==> src/rtl/instr_decode_pkg.sv <==
// Purpose : shared field layout, decoded-bundle struct and FSM encoding for instr_decode_pipe.
// Latency : n/a (types and constants only).
// Backpr. : n/a.
// Field map of the default 64-bit word (msb..lsb):
//   mode[63:62] addr_a[61:49] addr_b[48:36] addr_out[35:23] addr_const[22:10] opcode[9:0]
//   len = addr_const:opcode; VPU view of len: vpu_type[22:20] vreg_dst[19:17] vreg_a[16:14]
//   vreg_b[13:11] vpu_opcode[6:4] scalar_b[3]
package instr_decode_pkg;

  localparam int DEC_ADDR_W  = 13;
  localparam int DEC_OPC_W   = 10;
  localparam int DEC_MODE_W  = 2;
  localparam int DEC_SEQ_W   = 8;
  localparam int DEC_INSTR_W = DEC_MODE_W + 4*DEC_ADDR_W + DEC_OPC_W;
  localparam int DEC_LEN_W   = DEC_ADDR_W + DEC_OPC_W;

  // Systolic-array field offsets, walking down from the mode bits.
  localparam int MODE_LSB       = DEC_INSTR_W - DEC_MODE_W;
  localparam int ADDR_A_LSB     = MODE_LSB - DEC_ADDR_W;
  localparam int ADDR_B_LSB     = ADDR_A_LSB - DEC_ADDR_W;
  localparam int ADDR_OUT_LSB   = ADDR_B_LSB - DEC_ADDR_W;
  localparam int ADDR_CONST_LSB = DEC_OPC_W;

  // VPU SIMD view; these deliberately alias the len/addr_const bits.
  localparam int VPU_TYPE_LSB = DEC_LEN_W - 3;
  localparam int VREG_DST_LSB = VPU_TYPE_LSB - 3;
  localparam int VREG_A_LSB   = VREG_DST_LSB - 3;
  localparam int VREG_B_LSB   = VREG_A_LSB - 3;
  localparam int VPU_OPC_LSB  = 4;
  localparam int SCALAR_B_BIT = 3;

  localparam logic [DEC_MODE_W-1:0]  VPU_MODE  = 2'b11;
  localparam logic [DEC_INSTR_W-1:0] HALT_WORD = '1;

  typedef enum logic {
    ST_RUN    = 1'b0,
    ST_HALTED = 1'b1
  } state_t;

  typedef struct packed {
    logic [DEC_MODE_W-1:0] mode;
    logic [DEC_ADDR_W-1:0] addr_a;
    logic [DEC_ADDR_W-1:0] addr_b;
    logic [DEC_ADDR_W-1:0] addr_out;
    logic [DEC_ADDR_W-1:0] addr_const;
    logic [DEC_OPC_W-1:0]  opcode;
    logic [DEC_LEN_W-1:0]  len;
    logic [2:0]            vpu_type;
    logic [2:0]            vreg_dst;
    logic [2:0]            vreg_a;
    logic [2:0]            vreg_b;
    logic [2:0]            vpu_opcode;
    logic                  scalar_b;
    logic [DEC_SEQ_W-1:0]  seq;
    logic                  illegal;
  } decoded_instr_t;

endpackage

==> src/rtl/decode_skid_buf.sv <==
// Purpose : 2-entry valid/ready skid buffer (out register + one skid entry) over decoded_instr_t.
// Latency : 1 cycle from in_vld accept to out_vld.
// Backpr. : in_rdy = !skid_vld_q, a pure register term; never depends on out_rdy.
// Ports   : clk, rst_n (sync, active-low); in_vld/in_rdy/in_dat upstream; out_vld/out_rdy/out_dat downstream.
module decode_skid_buf
  import instr_decode_pkg::*;
(
  input  logic           clk,
  input  logic           rst_n,
  input  logic           in_vld,
  output logic           in_rdy,
  input  decoded_instr_t in_dat,
  output logic           out_vld,
  input  logic           out_rdy,
  output decoded_instr_t out_dat
);

  logic           out_vld_q, out_vld_d;
  logic           skid_vld_q, skid_vld_d;
  decoded_instr_t out_dat_q, out_dat_d;
  decoded_instr_t skid_dat_q, skid_dat_d;

  logic push;
  logic pop;

  assign in_rdy  = !skid_vld_q;
  assign out_vld = out_vld_q;
  assign out_dat = out_dat_q;

  assign push = in_vld && !skid_vld_q;
  assign pop  = out_vld_q && out_rdy;

  always_comb begin
    out_vld_d  = out_vld_q;
    out_dat_d  = out_dat_q;
    skid_vld_d = skid_vld_q;
    skid_dat_d = skid_dat_q;

    // Drain first so a simultaneous push sees the post-pop occupancy.
    if (pop) begin
      if (skid_vld_q) begin
        out_dat_d  = skid_dat_q;
        skid_vld_d = 1'b0;
      end else begin
        out_vld_d = 1'b0;
      end
    end

    if (push) begin
      if (!out_vld_d) begin
        out_vld_d = 1'b1;
        out_dat_d = in_dat;
      end else begin
        skid_vld_d = 1'b1;
        skid_dat_d = in_dat;
      end
    end
  end

  always_ff @(posedge clk) begin
    if (!rst_n) begin
      out_vld_q  <= 1'b0;
      skid_vld_q <= 1'b0;
      out_dat_q  <= '0;
      skid_dat_q <= '0;
    end else begin
      out_vld_q  <= out_vld_d;
      skid_vld_q <= skid_vld_d;
      out_dat_q  <= out_dat_d;
      skid_dat_q <= skid_dat_d;
    end
  end

endmodule

==> src/rtl/instr_decode_pipe.sv <==
// Purpose : registered instruction-field decoder with sequence tags and HALT detection (RUN/HALTED).
// Latency : 1 cycle from accept to out_valid.
// Backpr. : 2-entry skid stage; in_ready is register-only (RUN && skid entry empty).
// Ports   : clk, rst_n (sync, active-low); in_valid/in_ready/in_instr; out_valid/out_ready/out_* bundle;
//           halted status; halt_clr pulse (resume and zero the sequence counter).
// Option  : INSTR_DECODE_ILLEGAL_CHECK_EN builds the VPU illegal-type check and the VPU_TYPE_MAX parameter.
// Struct widths come from instr_decode_pkg, so the width parameters must keep their default values.
module instr_decode_pipe
  import instr_decode_pkg::*;
#(
  parameter  int ADDR_W       = DEC_ADDR_W,
  parameter  int OPC_W        = DEC_OPC_W,
  parameter  int MODE_W       = DEC_MODE_W,
`ifdef INSTR_DECODE_ILLEGAL_CHECK_EN
  parameter  int VPU_TYPE_MAX = 5,
`endif
  parameter  int SEQ_W        = DEC_SEQ_W,
  localparam int INSTR_W      = MODE_W + 4*ADDR_W + OPC_W,
  localparam int LEN_W        = ADDR_W + OPC_W
) (
  input  logic               clk,
  input  logic               rst_n,
  input  logic               in_valid,
  output logic               in_ready,
  input  logic [INSTR_W-1:0] in_instr,
  output logic               out_valid,
  input  logic               out_ready,
  output logic [MODE_W-1:0]  out_mode,
  output logic [ADDR_W-1:0]  out_addr_a,
  output logic [ADDR_W-1:0]  out_addr_b,
  output logic [ADDR_W-1:0]  out_addr_out,
  output logic [ADDR_W-1:0]  out_addr_const,
  output logic [OPC_W-1:0]   out_opcode,
  output logic [LEN_W-1:0]   out_len,
  output logic [2:0]         out_vpu_type,
  output logic [2:0]         out_vreg_dst,
  output logic [2:0]         out_vreg_a,
  output logic [2:0]         out_vreg_b,
  output logic [2:0]         out_vpu_opcode,
  output logic               out_scalar_b,
  output logic [SEQ_W-1:0]   out_seq,
  output logic               out_illegal,
  output logic               halted,
  input  logic               halt_clr
);

  state_t               state_q, state_d;
  logic [DEC_SEQ_W-1:0] seq_q, seq_d;

  logic           skid_in_rdy;
  logic           accept;
  logic           is_halt;
  decoded_instr_t dec;
  decoded_instr_t out_dat;

  assign in_ready = (state_q == ST_RUN) && skid_in_rdy;
  assign accept   = in_valid && in_ready;
  assign is_halt  = (in_instr == HALT_WORD);
  assign halted   = (state_q == ST_HALTED);

  always_comb begin
    state_d = state_q;
    seq_d   = seq_q;
    case (state_q)
      ST_RUN:    if (accept && is_halt) state_d = ST_HALTED;
      ST_HALTED: if (halt_clr)          state_d = ST_RUN;
      default:   state_d = ST_RUN;
    endcase
    if (accept && !is_halt) seq_d = seq_q + DEC_SEQ_W'(1);
    // Clear beats increment so the next accepted word after a clear is tagged 0.
    if (halt_clr) seq_d = '0;
  end

  always_ff @(posedge clk) begin
    if (!rst_n) begin
      state_q <= ST_RUN;
      seq_q   <= '0;
    end else begin
      state_q <= state_d;
      seq_q   <= seq_d;
    end
  end

  // Field slicer: pure bit selection; VPU fields overlap len on purpose.
  always_comb begin
    dec            = '0;
    dec.mode       = in_instr[MODE_LSB +: DEC_MODE_W];
    dec.addr_a     = in_instr[ADDR_A_LSB +: DEC_ADDR_W];
    dec.addr_b     = in_instr[ADDR_B_LSB +: DEC_ADDR_W];
    dec.addr_out   = in_instr[ADDR_OUT_LSB +: DEC_ADDR_W];
    dec.addr_const = in_instr[ADDR_CONST_LSB +: DEC_ADDR_W];
    dec.opcode     = in_instr[0 +: DEC_OPC_W];
    dec.len        = in_instr[0 +: DEC_LEN_W];
    dec.vpu_type   = in_instr[VPU_TYPE_LSB +: 3];
    dec.vreg_dst   = in_instr[VREG_DST_LSB +: 3];
    dec.vreg_a     = in_instr[VREG_A_LSB +: 3];
    dec.vreg_b     = in_instr[VREG_B_LSB +: 3];
    dec.vpu_opcode = in_instr[VPU_OPC_LSB +: 3];
    dec.scalar_b   = in_instr[SCALAR_B_BIT];
    dec.seq        = seq_q;
`ifdef INSTR_DECODE_ILLEGAL_CHECK_EN
    dec.illegal    = (dec.mode == VPU_MODE) && (int'(dec.vpu_type) >= VPU_TYPE_MAX);
`endif
  end

  // HALT words are consumed here and never enter the output stage.
  decode_skid_buf u_skid (
    .clk     (clk),
    .rst_n   (rst_n),
    .in_vld  (accept && !is_halt),
    .in_rdy  (skid_in_rdy),
    .in_dat  (dec),
    .out_vld (out_valid),
    .out_rdy (out_ready),
    .out_dat (out_dat)
  );

  assign out_mode       = out_dat.mode;
  assign out_addr_a     = out_dat.addr_a;
  assign out_addr_b     = out_dat.addr_b;
  assign out_addr_out   = out_dat.addr_out;
  assign out_addr_const = out_dat.addr_const;
  assign out_opcode     = out_dat.opcode;
  assign out_len        = out_dat.len;
  assign out_vpu_type   = out_dat.vpu_type;
  assign out_vreg_dst   = out_dat.vreg_dst;
  assign out_vreg_a     = out_dat.vreg_a;
  assign out_vreg_b     = out_dat.vreg_b;
  assign out_vpu_opcode = out_dat.vpu_opcode;
  assign out_scalar_b   = out_dat.scalar_b;
  assign out_seq        = out_dat.seq;
  assign out_illegal    = out_dat.illegal;

endmodule

==> config.mk <==
export PLATFORM = sky130hd
export DESIGN_NAME = instr_decode_pipe
export DESIGN_NICKNAME = d
export VERILOG_FILES = /design/src/rtl/instr_decode_pkg.sv /design/src/rtl/decode_skid_buf.sv /design/src/rtl/instr_decode_pipe.sv
export SDC_FILE = /design/constraint.sdc
export NUM_CORES = 1
export LEC_CHECK = 0
export ABC_AREA = 1
export BUFFER_PORTS_ARGS = -buffer_cell sky130_fd_sc_hd__buf_2
export CORE_UTILIZATION = 53
export DETAILED_ROUTE_END_ITERATION = 6
export HOLD_SLACK_MARGIN = 0.02
export PLACE_DENSITY = 0.86
export SYNTH_ARGS = -nofsm -noshare
export SYNTH_HDL_FRONTEND = slang
export SYNTH_SLANG_ARGS = --single-unit
export TNS_END_PERCENT = 30
==> constraint.sdc <==
create_clock -name clk -period 2.5 [get_ports clk]
set_input_delay 0.375 -clock clk [delete_from_list [all_inputs] [get_ports clk]]
set_output_delay 0.375 -clock clk [all_outputs]
set_load 0.02 [all_outputs]
==> impl_results.md, run 1 <==
- Grt ovf: 0
- I/O pins: around 180
- Die area: a little under 20000 um^2
- DP HPWL: 15.6 mm
- Final setup TNS: 0 ns
- Layout cells sized above 1: between 10 and 15%
- Post-route ant nets: 0
- Top post-synthesis cells by area: dfxtp_1 (39%), nand2_1 (22%), inv_1 (9.6%)
- Area grow syn2layout: 14.7%
- WL per Instance: about 13 um
- VDD IR max: between 0.5 and 0.6 mV
- Width of the die: between 100 and 150 um
- Layout Cells excl Fill: between 1.5k and 2k
- Final Hold Fails: 0
- Total Nets Final: 1795
- Hold EP: seq_q[1]
- Setup CP Type: reg2reg
- Clk root buf: clkbuf_16
- Starting density of the core: between 50% and 60%
- Tightest Hold Check Type: in2reg
- Synth Warn #: 0
- CTS tree: built
- First drt pass iteration count: 5
- Worst reg-to-reg setup slack: between 0.3 and 0.4 ns
- CTS Sinks: just under 200
- CTS Buffer Depth: 2
- Commonest cells in the synthesized netlist: nand2_1 (592), inv_1 (258), dfxtp_1 (195)
- RSZ-0062 raised after global routing: no
- Placed cell count: roughly 1.9k
- R2r startpoint: u_skid.out_vld
- Global-route wire length before repair: about 41 mm
- Initial antenna violation count: 2
- Asr flop ratio synth: 0%
- Cts hold-fix bufs: 0
- Outcome: completed
- CORE AREA: roughly 18000 um^2
- Clk pin slew, worst setup/hold paths: 0.08 ns
- Crit Path Max Fanout: 37
- DRC viols: 0
- GR Util All Layers: 26.0%
- H-tree depth: 4
- Slew HR: between 50 and 60%
- Power density over the cells: between 600 and 700 nW/um^2
- Hold Path Depth: 4
- Top-count cell post-synth: nand2_1
- Sequential element share of the synthesized area: about two fifths
- Clk_lat worst skew: 0.44 ns
- Netlist cell types: 21
- Area of the mapped netlist: 10000 um^2
- DR vias/cell: a little over 5
- Required time of the critical path: 2.87 ns
- Worst setup EP type: flip-flop
- Slew Limit Fails: 0
- Number of port buffers: around 180
- Die Ht: roughly 140 um
- Largest net degree at the start of global routing: ~160
- FMAX: 463 MHz
- Syn Nets: approximately 1.7k
- CTS Buf Count: 17
- Slew @ Worst Pin: roughly 0.7 ns
- Post-CTS Setup Inserts: 0
- Skew final: between 0.01 and 0.015 ns
- Crit Reg-Reg Endpoint: u_skid.skid_dat_q[5]
- Vias: 10.1k
- Routability cong.: 0.811
- Hold Crit Start: halt_clr
- Synth Instances: between 1.5k and 2k
- Number of synthesized flops with an enable pin: 0
- Cell leakage power: between 6 and 7 nW
- Vias in the first global route: a little under 9k
- Syn Area/Cell: about 6.2 um^2
- Share of the synthesized area in the top cell type: around 40%
- Most area-hungry cell type in the Yosys netlist: dfxtp_1
- FF+latch count, synth: roughly 200
- Synth Flop Type: dfxtp_1
- WL final: between 20 and 30 mm
- Initial DRC Count: slightly below 800
- CTS resizes: 0
- Fin crit share: around 86%
- Min Clock Period, post-route: approximately 2.2 ns
- Final Setup Violations: 0
- Worst Setup Start Kind: flip-flop
- Site Rows: 49
- Max_cap viols: 0
- Reg2reg path depth: 7
- CP arrival: between 2 and 3 ns
==> area by class of cell <==
| class | instances | area, um^2 |
|---|---|---|
| antenna | 3 | 7.51 |
| clock buffer | 17 | 425 |
| clock inverter | 15 | 175 |
| fill | 1640 | 6750 |
| inverter | 261 | 980 |
| multi-input combinational | 1050 | 4590 |
| sequential | 195 | 3900 |
| tap | 229 | 287 |
| timing repair buffer | 200 | 1150 |
==> sequential cells by signal, summed over array words and instances, names as in the netlist <==
register / flops
halted: 1
seq_q: 8
u_skid.out_dat: 112
u_skid.out_vld: 1
u_skid.skid_vld_q: 1
u_skid.skid_dat_q: 72
==> layout by cell type (no fill, tap or decap), drive strengths merged <==
cell type	count
inv	270
o21ai	100
nand2	592
nor3	2
xor2	6
clkinv	5
nand4	80
nand3	121
a21oi	55
ha	1
nor2	92
clkbuf	17
clkinvlp	1
nor3b	1
diode	3
dfxtp	195
buf	200
==> where the power goes <==
part,total [mW],leakage (nW),internal (mW),switching [mW]
Combinational,1.13,4.38,0.378,0.749
Sequential,3.36,1.59,3.28,0.0866
Clock,2.77,0.291,1.36,1.40
Total,7.26,6.27,5.02,2.24
==> worst max path at each step <==
stage                              start                   end  slack (ns)  cells after the start
after CTS                 u_skid.out_vld  u_skid.skid_dat_q[5]        0.32                      7
after global routing      u_skid.out_vld  u_skid.skid_dat_q[5]        0.21                      7
final                     u_skid.out_vld  u_skid.skid_dat_q[5]        0.34                      7
after floorplan           u_skid.out_vld    u_skid.out_dat[86]        0.87                      7
after detailed placement    in_instr[22]    u_skid.out_dat[70]        0.12                     11
after global placement      in_instr[22]    u_skid.out_dat[16]        0.10                     11
==> stage by stage <==
| stage | utilization (%) | total power, mW | setup slack, ns | hold WS [ns] | instance area, um^2 |
|---|---|---|---|---|---|
| CTS | 63.0 | 7.29 | 0.318 | 0.223 | 11500 |
| global route | 63.0 | 7.57 | 0.210 | 0.255 | 11500 |
| finish | 63.0 | 7.26 | 0.342 | 0.235 | 11500 |
| detailed placement | 59.7 | 4.55 | 0.117 | 0.457 | 10900 |
| floorplan | - | 4.22 | 0.870 | 0.465 | 10000 |
| global placement | 59.7 | 4.52 | 0.105 | 0.447 | 10900 |
==> layer usage <==
| metal | routed length [um] | share of wire (%) | track usage (%) |
|---|---|---|---|
| met1 | 11100 | 44 | 34.8 |
| met2 | 11700 | 46 | 41.9 |
| met3 | 2140 | 8.4 | 5.40 |
| met4 | 400 | 1.6 | 8.04 |
| met5 | 0 | 0 | 0 |
==> logic make-up after synthesis <==
family,synth area share (%)
AND/OR/NAND/NOR,37.0
flip-flops,38.9
XOR/XNOR,0.523
AO/OA/AOI/OAI,7.84
buffers and inverters,15.6
adder cells (fa/ha/maj),0.125
==> worst max-delay path, stage by stage, from the launching register on <==
cell and delay, ns:
dfxtp_1 0.42, inv_1 0.10, o21ai_4 0.54, nand3_4 0.44, buf_12 0.33, nand2_1 0.09, inv_1 0.04, nor2_1 0.11
Power figures use the tool's default switching activity.
==> inputs of run 2 (changes only) <==
clock period = 2.33 ns   (was 2.5 ns; I/O delays follow)
==> impl_results.md, run 2 (synthesized netlist as in run 1, its figures left out) <==
- CP cell instances: nor3b_4 > buf_12 > nand3_4 > buf_4 > nand2_1 > inv_1 > nor2_1
- Fillers: 1625 (-0.91%)
- Power density over the cells: 679 nW/um^2 (+7.7%)
- Number of flip-flops in the largest register: 112 (unchanged)
- H-tree depth: 4 (unchanged)
- WL per Instance: 13.0 um (+1.4%)
- Grt ovf: 0 (unchanged)
- Max incr delay on CP: 0.41 ns (-0.13 ns)
- Max_cap viols: 0 (unchanged)
- Worst setup EP type: flip-flop
- Tightest Hold Check Type: in2reg
- Slowest stage cell, crit path: buf_12
- CTS Buffer Depth: 2 (unchanged)
- Clk root buf: clkbuf_16
- Die area: 19500 um^2 (unchanged)
- Initial DRC Count: 724 (-6.3%)
- CP arrival: 2.29 ns (-0.24 ns)
- Layout cells sized above 1: 14.4% (+0.44 points)
- Slew @ Worst Pin: 0.512 ns (-0.199 ns)
- CORE AREA: 18300 um^2 (unchanged)
- Area grow syn2layout: 15.4%
- Setup CP Type: reg2reg
- Footprint of the multi-input gates: 4590 um^2 (unchanged)
- Width of the die: 140 um (unchanged)
- Global-route wire length before repair: 42.1 mm (+1.8%)
- Vias in the first global route: 8748 (+0.67%)
- CTS tree: built
- Post-CTS Setup Inserts: 0 (unchanged)
- DP HPWL: 16.5 mm (+5.5%)
- Commonest non-fill, non-tap cell in the layout: nand2_1
- Util after Layout: 63.4% (+0.38 points)
- Placed cell count: 1944 (+0.47%)
- Skew final: 0.0124 ns (+0.000550 ns)
- Starting density of the core: 55.0% (unchanged)
- Slew Limit Fails: 0 (unchanged)
- Number of port buffers: 183 (unchanged)
- DR vias/cell: 5.14 (about the same)
- Vias: 10.2k (+0.33%)
- Fin crit share: 82.3% (-4.0 points)
- Routability cong.: 0.815 (+0.52%)
- CTS resizes: 0 (unchanged)
- I/O pins: 184 (unchanged)
- FMAX: 521 MHz (+12%)
- WL final: 25.8 mm (+1.8%)
- DRC viols: 0 (unchanged)
- Final Setup Violations: 0 (unchanged)
- Die Ht: 140 um (unchanged)
- Clk_lat worst skew: 0.44 ns (about the same)
- Most frequent cells in the layout: nand2_1 (590), inv_1 (257), dfxtp_1 (195)
- RSZ-0062 raised after global routing: no
- Total Nets Final: 1804 (+0.50%)
- Largest net degree at the start of global routing: 103 (-37%)
- Clk pin slew, worst setup/hold paths: 0.08 ns (about the same)
- Cell leakage power: 6.32 nW (+0.79%)
- Layout Cells excl Fill: 1977 (+0.36%)
- Storage cell area: 3900 um^2 (unchanged)
- Min Clock Period, post-route: 1.92 ns (-0.239 ns)
- Slew HR: 65.8% (+13 points)
- Required time of the critical path: 2.70 ns (-0.17 ns)
- Crit Path Max Fanout: 93 (+150%)
- GR Util All Layers: 26.3% (+0.30 points)
- Initial antenna violation count: 2 (unchanged)
- Cts hold-fix bufs: 0 (unchanged)
- Outcome: completed
- CTS Buf Count: 17 (unchanged)
- Post-route ant nets: 0 (unchanged)
- Site Rows: 49 (unchanged)
- VDD IR max: 0.531 mV (-9.4%)
- Worst Setup Start Kind: flip-flop
- First drt pass iteration count: 5 (unchanged)
- Final setup TNS: 0 ns (unchanged)
- Final Hold Fails: 0 (unchanged)
- CTS Sinks: 195 (unchanged)
run 2: cell types whose count changed in the layout (fill, tap and decap cells not counted), sizes merged:
| cell | delta |
|---|---|
| buf | +9 |
| diode | -2 |
| bufinv | +1 |
| clkinvlp | -1 |
run 2: final timing paths:
kind	startpoint	endpoint	slack (ns)	cells past startpoint
min reg2reg	u_skid.out_dat[0]	u_skid.out_dat[0]	0.49	2
max	halted	u_skid.skid_dat_q[111]	0.41	7
min	halt_clr	halted	0.21	4
max reg2reg	halted	u_skid.skid_dat_q[111]	0.41	7
run 2: critical path, delay by kind of cell (launching register included):
kind / cells / cell delay (ns)
buf+inv: 3 / 0.71
flops: 1 / 0.39
simple gates: 4 / 0.69
run 2: metrics by stage:
stage / total power, mW / hold WS [ns] / cell area (um^2) / worst slack, ns
finish: 7.87 / 0.206 / 11600 / 0.412
global route: 8.20 / 0.218 / 11600 / 0.317
CTS: 7.89 / 0.194 / 11600 / 0.451
detailed placement: 4.89 / 0.478 / 11000 / 0.197
global placement: 4.87 / 0.448 / 11000 / 0.213
floorplan: 4.53 / 0.465 / 10000 / 0.700
run 2: where the power goes:
part | leakage (nW) | internal, mW | total (mW) | switching [mW]
Combinational | 4.42 | 0.415 | 1.22 | 0.808
Clock | 0.300 | 1.55 | 3.03 | 1.48
Sequential | 1.59 | 3.52 | 3.61 | 0.0942
Total | 6.32 | 5.48 | 7.87 | 2.38
run 2: per-layer routing:
metal / vias up / GRT usage (%) / part of all wire, %
met3: 26 / 5.09 / 8.6
met4: 0 / 7.29 / 1.2
met1: 4466 / 35.4 / 44
met5: - / 0 / 0
met2: 450 / 42.8 / 46
li1: 5213 / - / -
run 2: area by class of cell:
class,count,share of cell area (%)
Sequential cell,195,33.7
Timing Repair Buffer,209,10.5
Clock inverter,15,1.58
Inverter,261,8.45
Clock buffer,17,3.67
Multi-Input combinational cell,1050,39.6
Antenna cell,1,0.0216
Tap cell,229,2.47
==> inputs of run 3 (changes only) <==
clock period = 1.8 ns   (was 2.33 ns; I/O delays follow)
==> impl_results.md, run 3 (synthesized netlist as in run 1, its figures left out) <==
- CTS Buf Count: 17 (unchanged)
- CORE AREA: 18300 um^2 (unchanged)
- Width of the die: 140 um (unchanged)
- Reg power frac: 45.9% (about the same)
- CTS resizes: 0 (unchanged)
- Util after Layout: 65.2% (+1.8 points)
- Internal power: 7.04 mW (+28%)
- Total Nets Final: 1830 (+1.4%)
- DP HPWL: 16.6 mm (+0.29%)
- Final setup TNS: 0 ns (unchanged)
- Cts hold-fix bufs: 0 (unchanged)
- H-tree depth: 4 (unchanged)
- Number of flip-flops in the largest register: 112 (unchanged)
- Die Ht: 140 um (unchanged)
- Cell leakage power: 6.48 nW (+2.6%)
- I/O pins: 184 (unchanged)
- Global-route wire length before repair: 42.6 mm (+1.3%)
- Worst Setup Start Kind: flip-flop
- Clock Power Share: 37.8% (-0.7 points)
- DR vias/cell: 5.19 (+0.96%)
- Combinational share of power: 16.3% (+0.7 points)
- Final Hold Fails: 0 (unchanged)
- Site Rows: 49 (unchanged)
- Max_cap viols: 0 (unchanged)
- CTS Buffer Depth: 2 (unchanged)
- Worst setup EP type: flip-flop
- Slew HR: 63.7% (-2.1 points)
- WL final: 26.1 mm (+1.5%)
- RSZ-0062 raised after global routing: no
- DRC viols: 0 (unchanged)
- Slew Limit Fails: 0 (unchanged)
- GR Util All Layers: 26.7% (+0.40 points)
- CTS tree: built
- Fin crit share: 91.4% (+9.0 points)
- Commonest non-fill, non-tap cell in the layout: nand2_1
- Number of port buffers: 183 (unchanged)
- Switching share of power: 30.8% (+0.56 points)
- Initial antenna violation count: 1 (-1)
- Grt ovf: 0 (unchanged)
- Routability cong.: 0.845 (+3.6%)
- Outcome: completed
- Clk root buf: clkbuf_16
- NetSw: 3.14 mW (+32%)
- VDD IR max: 0.719 mV (+35%)
- Post-route ant nets: 0 (unchanged)
- Clk pin slew, worst setup/hold paths: 0.08 ns (about the same)
- Slew @ Worst Pin: 0.544 ns (+0.0316 ns)
- Post-CTS Setup Inserts: 0 (unchanged)
- Skew final: 0.0139 ns (+0.00142 ns)
- Area grow syn2layout: 18.6%
- FMAX: 608 MHz (+17%)
- Total power: 10.2 mW (+29%)
- CTS Sinks: 195 (unchanged)
- Largest net degree at the start of global routing: 98 (-4.9%)
- WL per Instance: 13.0 um (+0.15%)
- Crit Path Max Fanout: 25 (-73%)
- Vias in the first global route: 8988 (+2.7%)
- Die area: 19500 um^2 (unchanged)
- Setup CP Type: reg2reg
- Initial DRC Count: 849 (+17%)
- Min Clock Period, post-route: 1.64 ns (-0.274 ns)
- Starting density of the core: 55.0% (unchanged)
- Required time of the critical path: 2.18 ns (-0.52 ns)
- Final Setup Violations: 0 (unchanged)
- Vias: 10.4k (+2.3%)
- Clk_lat worst skew: 0.44 ns (about the same)
- First drt pass iteration count: 5 (unchanged)
- Power density over the cells: 855 nW/um^2 (+26%)
- CP arrival: 2.02 ns (-0.27 ns)
- Most frequent cells in the layout: nand2_1 (590), inv_1 (257), dfxtp_1 (193)
- Tightest Hold Check Type: in2reg
- Layout cells sized above 1: 15.8% (+1.4 points)
-- run 3: worst max-delay path: stages, from the launching register on --
cell	delay (ns)
dfxtp_2	0.36
nand3_4	0.15
o21ai_4	0.12
inv_2	0.08
nand3_2	0.12
inv_2	0.43
nand2_1	0.20
nand2_1	0.13
-- run 3: worst paths after layout --
path	from	endpoint	slack [ns]	cells past startpoint
max	u_skid.out_vld	u_skid.out_dat[59]	0.16	7
min	halt_clr	seq_q[0]	0.15	4
max reg2reg	u_skid.out_vld	u_skid.out_dat[59]	0.16	7
min reg2reg	u_skid.out_dat[0]	u_skid.out_dat[0]	0.47	2
-- run 3: stage by stage --
stage	cells	hold slack, ns	cell area (um^2)	worst slack, ns
after floorplan	1616	0.452	10000	0.170
after global placement	1969	0.447	11300	-0.159
after detailed placement	1969	0.456	11300	-0.203
after CTS	2001	0.142	11900	0.105
after global routing	2003	0.158	11900	0.0571
final	2003	0.150	11900	0.156
-- run 3: layout make-up --
cell class                 count  area (um^2)
clock buffer                  17          425
clock inverter                15          185
sequential                   195         3910
antenna                        1         2.50
fill                        1585         6360
multi-input combinational   1050         4590
tap                          229          287
inverter                     261          980
timing repair buffer         235         1530
-- run 3: power groups by stage --
stage,Clock (mW),Sequential (mW),Combinational (mW)
6_report,3.85,4.67,1.66
5_1_grt,4.09,4.70,1.85
4_1_cts,3.91,4.67,1.65
3_5_place_dp,0,4.77,1.63
3_3_place_gp,0,4.76,1.60
2_1_floorplan,0,4.95,0.912
-- run 3: routing by layer --
metal | wire length [um] | up-vias | share of wire, % | GRT usage (%)
met5 | 0 | - | 0 | 0
met4 | 393 | 0 | 1.5 | 8.79
met3 | 2100 | 31 | 8.0 | 4.34
met2 | 12000 | 464 | 46 | 43.8
met1 | 11600 | 4626 | 45 | 35.6
li1 | - | 5266 | - | -
